`src/rtl/wb_uart_master.sv`:
```
// UART-driven Wishbone initiator: parses 'R'/'W' byte frames, issues one
// single-beat bus access and returns the read data, 'K' or 'E' over the UART.
module wb_uart_master #(
  parameter int unsigned TIMEOUT = 1024,
  parameter int unsigned IDLE_TO = 65535
) (
  input  logic        clk,
  input  logic        rst,
  input  logic [7:0]  rx_data,
  input  logic        rx_done,
  output logic [7:0]  tx_data,
  output logic        tx_start,
  input  logic        tx_done,
  output logic        STB,
  output logic        WE,
  output logic [31:0] ADDR,
  output logic [31:0] DAT_O,
  input  logic [31:0] DAT_I,
  input  logic        ACK,
  output logic        busy
);

  localparam logic [7:0] CMD_R  = 8'h52;
  localparam logic [7:0] CMD_W  = 8'h57;
  localparam logic [7:0] RSP_OK = 8'h4B;
  localparam logic [7:0] RSP_ER = 8'h45;

  localparam int unsigned TW = $clog2(TIMEOUT + 1);
  localparam int unsigned IW = $clog2(IDLE_TO + 1);
  localparam logic [TW-1:0] T_LAST = TW'(TIMEOUT - 1);
  localparam logic [IW-1:0] I_LAST = IW'(IDLE_TO - 1);

  typedef enum logic [2:0] {IDLE, GET_ADDR, GET_DATA, BUS, SEND} state_t;

  state_t        state;
  logic          op_w;
  logic          single;
  logic [1:0]    cnt;
  logic [TW-1:0] tcnt;
  logic [IW-1:0] icnt;
  logic [31:0]   resp;

  assign busy = (state != IDLE);

  // Command parser, bus access and response sequencer in one FSM
  always_ff @(posedge clk) begin
    if (rst) begin
      state    <= IDLE;
      op_w     <= 1'b0;
      single   <= 1'b0;
      cnt      <= '0;
      tcnt     <= '0;
      icnt     <= '0;
      resp     <= '0;
      tx_data  <= '0;
      tx_start <= 1'b0;
      STB      <= 1'b0;
      WE       <= 1'b0;
      ADDR     <= '0;
      DAT_O    <= '0;
    end else begin
      tx_start <= 1'b0;
      case (state)
        IDLE: begin
          if (rx_done && (rx_data == CMD_R || rx_data == CMD_W)) begin
            op_w  <= (rx_data == CMD_W);
            cnt   <= '0;
            icnt  <= '0;
            state <= GET_ADDR;
          end
        end
        GET_ADDR, GET_DATA: begin
          if (rx_done) begin
            icnt <= '0;
            if (state == GET_ADDR) ADDR  <= {ADDR[23:0], rx_data};
            else                   DAT_O <= {DAT_O[23:0], rx_data};
            if (cnt == 2'd3) begin
              cnt <= '0;
              if (state == GET_ADDR && op_w) begin
                state <= GET_DATA;
              end else begin
                state <= BUS;
                STB   <= 1'b1;
                WE    <= op_w;
                tcnt  <= '0;
              end
            end else begin
              cnt <= cnt + 2'd1;
            end
          end else if (icnt == I_LAST) begin
            state <= IDLE;
            cnt   <= '0;
          end else begin
            icnt <= icnt + 1'b1;
          end
        end
        BUS: begin
          // ACK is tested before the timeout so a last-cycle ACK still wins
          if (ACK) begin
            STB      <= 1'b0;
            WE       <= 1'b0;
            tx_start <= 1'b1;
            cnt      <= '0;
            state    <= SEND;
            if (op_w) begin
              tx_data <= RSP_OK;
              single  <= 1'b1;
            end else begin
              tx_data <= DAT_I[31:24];
              resp    <= {DAT_I[23:0], 8'h00};
              single  <= 1'b0;
            end
          end else if (tcnt == T_LAST) begin
            STB      <= 1'b0;
            WE       <= 1'b0;
            tx_start <= 1'b1;
            tx_data  <= RSP_ER;
            single   <= 1'b1;
            cnt      <= '0;
            state    <= SEND;
          end else begin
            tcnt <= tcnt + 1'b1;
          end
        end
        SEND: begin
          if (tx_done && !tx_start) begin
            if (single || cnt == 2'd3) begin
              cnt   <= '0;
              state <= IDLE;
            end else begin
              cnt      <= cnt + 2'd1;
              tx_start <= 1'b1;
              tx_data  <= resp[31:24];
              resp     <= {resp[23:0], 8'h00};
            end
          end
        end
        default: state <= IDLE;
      endcase
    end
  end

endmodule
```
`config.mk`:
```
export PLATFORM = sky130hd
export DESIGN_NAME = wb_uart_master
export DESIGN_NICKNAME = d
export VERILOG_FILES = /design/src/rtl/wb_uart_master.sv
export SDC_FILE = /design/constraint.sdc
export NUM_CORES = 1
export LEC_CHECK = 0
export ABC_CLOCK_PERIOD_IN_PS = 1880
export BUFFER_PORTS_ARGS = -buffer_cell sky130_fd_sc_hd__buf_2
export CAP_MARGIN = 20
export CORE_MARGIN = 10
export CORE_UTILIZATION = 39
export DETAILED_ROUTE_END_ITERATION = 8
export PLACE_DENSITY = 0.71
export SYNTH_ARGS = -nofsm -noshare
export SYNTH_HDL_FRONTEND = slang
export SYNTH_SLANG_ARGS = --single-unit
export TNS_END_PERCENT = 10
```
`constraint.sdc`:
```
create_clock -name clk -period 1.88 [get_ports clk]
set_input_delay 0 -clock clk [delete_from_list [all_inputs] [get_ports clk]]
set_output_delay 0 -clock clk [all_outputs]
set_load 0.02 [all_outputs]
```
# Word level (Yosys, flattened, before mapping)
# Cells that the tools add are included.
# word_totals
output_inout_bits	76
regBits	141
inputBits	45
# op_classes
reduce_logical	25
n_bitwise	1
addsub	3
muxes	58
eq_ne	24
# op_table
operator	n
$mux 32	4
$pmux 32 s2	1
$mux 11	5
$mux 16	3
$mux 8	5
$pmux 16 s2	1
$mux 3	8
$ne 2x2->1 const B	11
$pmux 11 s2	1
$add 16x1->16 const B	1
$eq 16x16->1 const B	1
$eq 8x7->1 const B	2
$mux 1	16
$mux 2	8
$pmux 8 s2	1
$reduce_and 5->1	3
$ne 3x3->1 const B	4
$pmux 3 s4	1
$reduce_and 6->1	2
$add 11x1->11 const B	1
$eq 11x10->1 const B	1
$reduce_and 3->1	3
$pmux 2 s4	1
$reduce_bool 2->1	4
other kinds (16)	23

# Logic depth before layout (Yosys ltp)
# Gate-level depths: netlist (run 1).
# logic_depth
ltp_word	6
depth_mapped	9
depth_no_buf	7

# Least setup slack after synthesis (run 1)
# OpenSTA, ideal clock, no wires.
# synth_path
path_type	register -> register
start	register tcnt[0]
end	register cnt[0]
period_less_slack_ns	1.955
path_buffers	0
arrival_ns	1.885
path_stages_with_launch	7
slack_ns	-0.075
required_ns	1.810
path_cell_list	dfxtp_1 -> ha_1 -> nand3_4 -> o41ai_4 -> o22ai_2 -> or4_1 -> a21oi_1
# synth_via
elab_chain_cells	3
# synth_rtl
item	line	source
start: declaration	39	logic [TW-1:0] tcnt;
start signal: assignment	122	tcnt <= tcnt + 1'b1;
$eq 11x10->1	113	end else if (tcnt == T_LAST) begin
$ne 3x3->1 (no source line)	n/a	
$reduce_and 5->1 (no source line)	n/a	
end signal: assignment	88	cnt <= cnt + 2'd1;
end signal: assignment	131	cnt <= cnt + 2'd1;
end: declaration	38	logic [1:0] cnt;
# No other way between the ends.
# A chain may end at the register's enable or synchronous reset.

# Worst setup path after layout (run 1)
# layout_path
start	register state[2]
end	register state[0]
# layout_via
elab_chain_cells	6
word_cells_on_any_way	18
cone_classes	eq/ne: 10; mux: 4; reduce/logical: 4
# layout_rtl
item	line	source
start: declaration	35	state_t state;
start signal: assignment	48	state <= IDLE;
start signal: assignment	69	state <= GET_ADDR;
start signal: assignment	80	state <= GET_DATA;
$eq 3x1->1	63, 79	
$logic_and 1x1->1	79	if (state == GET_ADDR && op_w) begin
$mux 1	79	
$mux 3	77	if (cnt == 2'd3) begin
$mux 3	73	if (rx_done) begin
$pmux 3 s4	63	case (state)
# Parallel ways exist; a longest one is shown, timed or not. The select of a mux whose other input is x is not followed.

==> flow_summary.ini, run 1 <==
[routing]
viasPerCell = 5.27
drc_errors = 0
via_count = 5788
wl_per_cell_um = 15.5
drt_iter0_markers = 422
drtAntennaViolNets = 0
routed_wl_mm = 17.1
first_pass_iters = 5

[die]
ios = 121
start_util_pct = 39.4
core_area_um2 = 14400
dieArea_um2 = 19800
dieWidth_um = 141
die_y_um = 141
rows = 44

[clock_tree]
cts_tree = yes
path_clk_slew_ns = 0.06
root_buffer = clkbuf_16
insertion_delay_ns = 0.42
ctsHtreeMaxLevel = 4
cts_made_buffers = 17
clock-sinks = 133
clockBufferDepth = 2

[finish]
drive_above_1_share_pct = 30.3
nNetsFinal = 950
diodes = 0
utilization_pct = 55.6
syn2layout_area_growth_pct = 41.1
design_area_um2 = 8020
nFillCells = 1279

[synth]
async_flop_share_pct = 0
synthCells = 708
ys.flop_type = dfxtp_1
synth-seq-cells = 133
yosysWarnings = 0
yosysSeqAreaShare_pct = 46.9
synth_edf_count = 0
synth.most_common_cell = nand2_1
postSynthAreaPerCell_um2 = 8.03
yosysTopAreaCell = dfxtp_1
synth_area_leaders = dfxtp_1 47%, nand2_1 12%, a21oi_1 9.3%, a311oi_1 2.8%, nor2_1 2.8%
synth_common_cells = 188 x nand2_1, 133 x dfxtp_1, 106 x a21oi_1
synthDistinctLibCells = 62
syn_nets = 757
synth_area_um2 = 5680
synth_top_area_share_pct = 46.9

[timing]
final.setup.tns_ns = -0.0515
fin_crit_sh_pct = 103
finClkSkew_ns = 0.00587
slew_violations = 0
fmax_ghz = 0.518
relSlewSlack_pct = 57.2
finalHoldViolCount = 0
fin_crit_ns = 1.93
tightestPinTransition_ns = 0.637
whs_ns = 0.0274
fin_ws_ns = -0.0515
setup_viol = 1
grt_setup_unrepaired = yes

[worst_setup_path]
end_kind = flip-flop
path_cells = buf_4 -> nor3b_2 -> o21ai_1 -> o2111ai_1 -> or4_4 -> a21oi_2
max_stage_delay_ns = 0.54
worstSetupPathType = reg2reg
crit_required_ns = 2.23
slowest_stage = or4_4
critPathLaunchType = flip-flop
worstPathMaxFanout = 10
arrival_ns = 2.28

[grt]
grt_max_degree = 62
antenna_found_initial = 0
grt_usage_pct = 16.3
first_global_vias = 5469
grt_pass1_wl_mm = 27.3
grt_overflow = 0

[pwr]
p_leak_nw = 3.19
p_int_mw = 5.29
ir_worst_vdd_v = 0.000644
power.switching_mw = 1.55
p_seq_share_pct = 41.6
p_sw_share_pct = 22.7
p_comb_share_pct = 7.5
pwr-share-clk_pct = 50.9
powerDensity_nw_per_um2 = 853

[min_path]
min_path_type = in2reg

[flow_run]
maxCapViolations = 0

[placement]
dp_hpwl_mm = 11.1
routabilityCongestion = 0.874
port_buffers = 120
dpl_cell_area_um2 = 6800
pre_cts_slack_ns = -0.0135

[status]
status = complete, but fails checks
failed_checks = setup timing
-- timing repair --
item,4_1_cts,5_1_grt
buffers inserted,0,5
setup endpoints to repair,2,43
pin swaps,1,10
gates resized for setup,3,46
hold endpoints to repair,53,0
hold buffers,35,0
cloned,0,1
-- critical path, delay by kind of cell (launching register included) --
| kind | cells | cell delay, ns |
|---|---|---|
| flops | 1 | 0.31 |
| buf+inv | 1 | 0.17 |
| compound gates | 3 | 0.67 |
| simple gates | 2 | 0.71 |
-- power by group through the flow --
stage          Combinational [mW]  Clock, mW  Sequential [mW]
4_1_cts                     0.438       3.53             2.84
3_3_place_gp                0.378          0             2.91
2_1_floorplan               0.225          0             2.91
5_1_grt                     0.550       3.65             2.85
6_report                    0.510       3.48             2.85
3_5_place_dp                0.378          0             2.91
-- metal layers --
| metal | routed length [um] | vias up | track usage, % |
|---|---|---|---|
| li1 | - | 2879 | - |
| met1 | 7300 | 2671 | 19.7 |
| met5 | 0 | - | 0 |
| met4 | 393 | 0 | 6.63 |
| met3 | 1050 | 36 | 4.80 |
| met2 | 8310 | 202 | 26.5 |
-- cells in the final DEF (no fill, tap or decap), types with 10 or more instances in the layout --
master | netlist | routed
nand2_1 | 188 | 186
dfxtp_1 | 133 | 120
buf_2 | 4 | 119
a21oi_1 | 106 | 100
buf_4 | 6 | 58
nor2_1 | 42 | 40
dlygate4sd3_1 | 0 | 35
nand3_1 | 20 | 20
a311oi_1 | 18 | 18
clkbuf_16 | 0 | 18
dfxtp_2 | 0 | 13
o21ai_0 | 12 | 12
or3_1 | 11 | 10
-- area by class of cell --
type                            count  area, um^2  area share [%]
Clock buffer                       21         480            5.99
Clock inverter                     11         146            1.83
Inverter                            7        26.3           0.328
Multi-Input combinational cell    522        2930            36.5
Sequential cell                   133        2680            33.4
Tap cell                          184         230            2.87
Timing Repair Buffer              220        1530            19.1
-- kinds of logic (layout without fill, tap and decap cells) --
group                    after synthesis  count (layout)  synth area share, %
AO/OA/AOI/OAI                        186             186                 20.5
XOR/XNOR                               2               2                0.308
adder cells (fa/ha/maj)                4               4                0.881
buffers and inverters                 53             259                 4.60
flip-flops                           133             133                 46.9
AND/OR/NAND/NOR                      330             330                 26.8
-- registers in the layout, indices dropped and copies added, names as in the netlist --
signal    cells
resp         24
STB           1
icnt         16
state         3
cnt           2
op_w          1
ADDR         32
single        1
DAT_O        32
tx_start      1
tcnt         11
tx_data       8
WE            1
-- per-stage QoR --
stage | power [mW] | std cells
after floorplan | 3.14 | 708
after global placement | 3.28 | 1025
after detailed placement | 3.28 | 1025
after CTS | 6.81 | 1092
after global routing | 7.05 | 1098
final | 6.84 | 1098
-- final timing paths --
check             slack, ns  cells past startpoint                  start                 endpoint
setup / recovery      -0.05                      6  state[2]$_SDFFE_PP0P_    state[0]$_SDFFE_PP0P_
setup reg to reg      -0.05                      6  state[2]$_SDFFE_PP0P_    state[0]$_SDFFE_PP0P_
hold reg to reg        0.45                      2  ADDR[26]$_SDFFE_PP0P_    ADDR[26]$_SDFFE_PP0P_
hold / removal         0.03                      4              DAT_I[30]  tx_data[6]$_SDFFE_PP0P_
No activity file was read; power rests on OpenSTA's default activity.
==> inputs of run 2 (changes only) <==
--- a/config.mk
+++ b/config.mk
@@ -8,8 +8,10 @@
 export ABC_CLOCK_PERIOD_IN_PS = 1880
 export BUFFER_PORTS_ARGS = -buffer_cell sky130_fd_sc_hd__buf_2
 export CAP_MARGIN = 20
+export CORE_ASPECT_RATIO = 0.8
 export CORE_MARGIN = 10
 export CORE_UTILIZATION = 39
+export CTS_CLUSTER_DIAMETER = 30
 export DETAILED_ROUTE_END_ITERATION = 8
 export PLACE_DENSITY = 0.71
 export SYNTH_ARGS = -nofsm -noshare
==> run 2 against run 1 <==
The flow still finishes with violations (setup timing). Power down 2.1%. Count of clock-buffer cells in the layout down 4. Non-clock buffer count down 4. Critical endpoint is now cnt[0]$_SDFFE_PP0P_.
==> flow_summary.ini, run 2 (synthesis gave the netlist of run 1 again) <==
[status]
status = complete, but fails checks
failed_checks = setup timing

[clock_tree]
clockBufferDepth = 2
cts_made_buffers = 17
insertion_delay_ns = 0.41
cts_tree = yes
ctsHtreeMaxLevel = 4
path_clk_slew_ns = 0.06
clock-sinks = 133
root_buffer = clkbuf_16

[finish]
nFillCells = 1299
syn2layout_area_growth_pct = 38.6
final_cell_mix = 188 x nand2_1, 129 x dfxtp_1, 119 x buf_2, 104 x a21oi_1, 58 x buf_4
final_common_cell = nand2_1
diodes = 0
nNetsFinal = 946
reg.largest.list = ADDR x32, DAT_O x32, resp x24
drive_above_1_share_pct = 28.1
finalNonFillerCells = 1094

[timing]
slew_violations = 0
fin_crit_ns = 1.95
fmax_ghz = 0.514
relSlewSlack_pct = 52.2
grt_setup_unrepaired = yes
finClkSkew_ns = 0.00692
tightestPinTransition_ns = 0.715
setup_viol = 3
fin_ws_ns = -0.0673
finalHoldViolCount = 0
fin_crit_sh_pct = 104
whs_ns = 0.0156

[grt]
grt_max_degree = 57
grt_usage_pct = 16.1
grt_overflow = 0
grt_pass1_wl_mm = 26.6
first_global_vias = 5268
antenna_found_initial = 0

[flow_run]
maxCapViolations = 0

[min_path]
min_path_type = in2reg

[placement]
dpl.cell_count = 1024
port_buffers = 120
routabilityCongestion = 0.847
dp_hpwl_mm = 11.3

[die]
start_util_pct = 39.7
die_y_um = 128
ios = 121
dieWidth_um = 155
rows = 39
core_area_um2 = 14300
dieArea_um2 = 19800

[worst_setup_path]
end_kind = flip-flop
crit_required_ns = 2.22
worstPathMaxFanout = 7
cp_top_family = compound AO/OA/AOI/OAI gates
arrival_ns = 2.29
slowest_stage = or4_4
cp_num_buf_inv = 0
max_stage_delay_ns = 0.53
worstSetupPathType = reg2reg
path_cells = ha_4 -> nand3_4 -> o41ai_4 -> o22ai_4 -> or4_4 -> a21oi_2
critPathLaunchType = flip-flop

[pwr]
powerDensity_nw_per_um2 = 850
ir_worst_vdd_v = 0.000718
power.total_mw = 6.69
p_leak_nw = 3.12

[routing]
wl_per_cell_um = 15.3
viasPerCell = 5.17
routed_wl_mm = 16.7
first_pass_iters = 5
drtAntennaViolNets = 0
via_count = 5660
drc_errors = 0
drt_iter0_markers = 448
run 2: routing by layer:
layer	global-route usage (%)	wire, um	up-vias
li1	-	-	2873
met2	24.9	7780	153
met4	4.94	247	0
met5	0	0	-
met1	21.1	7670	2612
met3	4.93	1020	22
run 2: final timing paths:
| path | from | depth (start not counted) | slack, ns | end |
|---|---|---|---|---|
| max | tcnt[0]$_SDFFE_PP0P_ | 6 | -0.07 | cnt[0]$_SDFFE_PP0P_ |
| min | DAT_I[26] | 5 | 0.02 | tx_data[2]$_SDFFE_PP0P_ |
| max reg2reg | tcnt[0]$_SDFFE_PP0P_ | 6 | -0.07 | cnt[0]$_SDFFE_PP0P_ |
| min reg2reg | ADDR[24]$_SDFFE_PP0P_ | 2 | 0.45 | ADDR[24]$_SDFFE_PP0P_ |
run 2: tightest hold or removal path, delay by kind of cell:
| kind | cells | cell delay [ns] |
|---|---|---|
| AND/OR/NAND/NOR | 2 | 0.13 |
| AO/OA/AOI/OAI | 2 | 0.14 |
| buffers and inverters | 1 | 0.11 |
run 2: through the flow:
stage	util (%)	instance area [um^2]	setup TNS (ns)	setup slack [ns]
floorplan	-	5680	0	0.0409
global placement	47.4	6780	0	0.0357
detailed placement	47.4	6780	-0.115	-0.0446
CTS	53.9	7710	-0.107	-0.0561
global route	55.1	7880	-2.83	-0.182
finish	55.1	7880	-0.190	-0.0673
run 2: report_power, final:
part	switching, mW	internal, mW	total, mW	leakage (nW)
Sequential	0.0134	2.83	2.85	1.07
Clock	1.27	2.09	3.36	0.294
Combinational	0.275	0.209	0.484	1.75
Total	1.56	5.13	6.69	3.12
run 2: cell type report:
| type | instances | area, um^2 | area share (%) |
|---|---|---|---|
| repair buffers | 216 | 1460 | 18.6 |
| clock inverters | 15 | 178 | 2.26 |
| well taps | 184 | 230 | 2.92 |
| multi-input cells | 522 | 2880 | 36.6 |
| flip-flops and latches | 133 | 2670 | 33.9 |
| inverters | 7 | 26.3 | 0.334 |
| clock buffers | 17 | 425 | 5.40 |
run 2: what timing repair did:
action,4_1_cts,5_1_grt
hold endpoints to repair,48,0
gates resized for setup,1,32
buffers inserted,0,4
hold buffers,33,0
pin swaps,0,16
endpoints found under the setup margin,3,53
cloned,0,1
==> inputs of run 3 (changes only) <==
--- a/config.mk
+++ b/config.mk
@@ -5,7 +5,7 @@
 export SDC_FILE = /design/constraint.sdc
 export NUM_CORES = 1
 export LEC_CHECK = 0
-export ABC_CLOCK_PERIOD_IN_PS = 1880
+export ABC_CLOCK_PERIOD_IN_PS = 1860
 export BUFFER_PORTS_ARGS = -buffer_cell sky130_fd_sc_hd__buf_2
 export CAP_MARGIN = 20
 export CORE_ASPECT_RATIO = 0.8
@@ -13,7 +13,7 @@
 export CORE_UTILIZATION = 39
 export CTS_CLUSTER_DIAMETER = 30
 export DETAILED_ROUTE_END_ITERATION = 8
-export PLACE_DENSITY = 0.71
+export PLACE_DENSITY = 0.68
 export SYNTH_ARGS = -nofsm -noshare
 export SYNTH_HDL_FRONTEND = slang
 export SYNTH_SLANG_ARGS = --single-unit
==> constraint.sdc (replaced) <==
create_clock -name clk -period 1.86 [get_ports clk]
set_input_delay 0 -clock clk [delete_from_list [all_inputs] [get_ports clk]]
set_output_delay 0 -clock clk [all_outputs]
set_load 0.02 [all_outputs]
==> run 3 against run 2 <==
The flow still finishes with violations (setup timing). Critical path depth is 1 higher. Clock power is 3% higher. Via count is 0.81% higher. Combinational power is 3% lower. Sequential share of layout area is 0.45 points lower. Hold slack better by 0.018 ns. Power is 1.8% higher. Non-clock buffer count is 2 higher. Clock skew is 0.0022 ns higher. Register-to-register slack better by 0.04 ns. Core utilization is 0.76 points higher. Largest power group unchanged. Highest routed layer unchanged.
==> flow_summary.ini, run 3 (synthesis gave the netlist of run 1 again) <==
[status]
status = complete, but fails checks
failed_checks = setup timing

[flow_run]
maxCapViolations = 0

[die]
die_y_um = 128
start_util_pct = 39.7
ios = 121
dieArea_um2 = 19800
core_area_um2 = 14300
rows = 39
dieWidth_um = 155

[clock_tree]
root_buffer = clkbuf_16
ctsHtreeMaxLevel = 4
clock-sinks = 133
insertion_delay_ns = 0.41
path_clk_slew_ns = 0.06
cts_tree = yes
cts_made_buffers = 17
clockBufferDepth = 2

[placement]
dp_hpwl_mm = 11.3
routabilityCongestion = 0.844
dpl.cell_count = 1026
dpl_cell_area_um2 = 6830
port_buffers = 120

[timing]
fin_crit_sh_pct = 103
finClkSkew_ns = 0.00911
relSlewSlack_pct = 53.8
finalHoldViolCount = 0
grt_setup_unrepaired = yes
tightestPinTransition_ns = 0.688
whs_ns = 0.0334
fmax_ghz = 0.523
slew_violations = 0
fin_ws_ns = -0.0530
fin_crit_ns = 1.91
setup_viol = 5

[finish]
final_common_cell = nand2_1
nNetsFinal = 948
utilization_pct = 55.8
syn2layout_area_growth_pct = 40.5
design_area_um2 = 7980
final_cell_mix = 187 x nand2_1, 128 x dfxtp_1, 119 x buf_2, 104 x a21oi_1, 57 x buf_4
diodes = 0
finalNonFillerCells = 1095
drive_above_1_share_pct = 29.1
reg.largest.list = ADDR x32, DAT_O x32, resp x24

[routing]
drc_errors = 0
routed_wl_mm = 17.1
viasPerCell = 5.21
wl_per_cell_um = 15.6
first_pass_iters = 5
drt_iter0_markers = 378
via_count = 5706
drtAntennaViolNets = 0

[worst_setup_path]
slowest_stage = dlygate4sd3_1
r2r_start = tcnt[1]$_SDFFE_PP0P_
arrival_ns = 2.25
crit_path_start = rx_data[2]
critPathLaunchType = input port
max_stage_delay_ns = 0.55
worstPathMaxFanout = 5
path_cells = dlygate4sd3_1 -> buf_2 -> xor2_1 -> o31ai_1 -> o2111ai_2 -> or4_4 -> a21oi_2
worstSetupPathType = in2reg
crit_required_ns = 2.20
end_kind = flip-flop

[grt]
first_global_vias = 5262
top_usage_layer = met2
grt_max_degree = 56
antenna_found_initial = 0
gr-usage-met3_pct = 5.00
grt_pass1_wl_mm = 26.8
grt_usage_pct = 16.0
met1_usage_pct = 21.0
use_met2_pct = 24.9
grt_overflow = 0

[min_path]
min_path_type = in2reg
min_from = DAT_I[24]

[pwr]
power.total_mw = 6.81
p_leak_nw = 3.14
ir_worst_vdd_v = 0.000762
powerDensity_nw_per_um2 = 853
==> run 3: changes by cell type in the layout (fill, tap and decap cells not counted), sizes merged <==
cell,previous run,this run
buf,183,184
clkbuf,17,20
clkinv,7,5
clkinvlp,2,3
dlygate4sd3,33,32
inv,10,9
==> run 3: stage by stage <==
stage	setup TNS [ns]	setup WS (ns)
global placement	0	0.0290
global route	-2.11	-0.123
detailed placement	-0.0313	-0.0185
CTS	-0.000877	-0.000635
floorplan	0	0.0209
finish	-0.146	-0.0530
==> run 3: worst max-delay path: cells and delay by family <==
family	cells	cell delay [ns]
AOI/OAI and AO/OA	3	0.85
xor gates and xnor gates	1	0.17
buffers and inverters	2	0.70
and+or+nand+nor	1	0.53
==> run 3: repair_timing <==
item,CTS,global route
buffers inserted,0,4
resized for setup,4,30
gates cloned,0,2
hold endpoints to repair,41,0
endpoints found under the setup margin,10,61
pin swaps,1,13
hold buffers,32,0
==> run 3: final timing paths <==
kind / endpoint / slack, ns / depth (start not counted)
max: state[0]$_SDFFE_PP0P_ / -0.05 / 7
min: tx_data[0]$_SDFFE_PP0P_ / 0.03 / 4
max reg2reg: tx_data[6]$_SDFFE_PP0P_ / -0.03 / 8
min reg2reg: ADDR[25]$_SDFFE_PP0P_ / 0.45 / 2
==> run 3: layout make-up <==
class                           count  area, um^2
Clock buffer                       18         439
Clock inverter                     13         176
Fill cell                        1276        6310
Inverter                            7        26.3
Multi-Input combinational cell    522        2900
Sequential cell                   133        2670
Tap cell                          184         230
Timing Repair Buffer              218        1550
==> run 3: power breakdown <==
| group | switching, mW | internal [mW] | leakage, nW |
|---|---|---|---|
| registers | 0.0139 | 2.86 | 1.07 |
| logic | 0.272 | 0.198 | 1.78 |
| clock network | 1.31 | 2.16 | 0.291 |
==> run 3: metal layers <==
layer / up-vias / share of wire (%)
met4: 0 / 1.0
met3: 18 / 6.6
met5: - / 0
met1: 2636 / 45
li1: 2887 / -
met2: 165 / 47
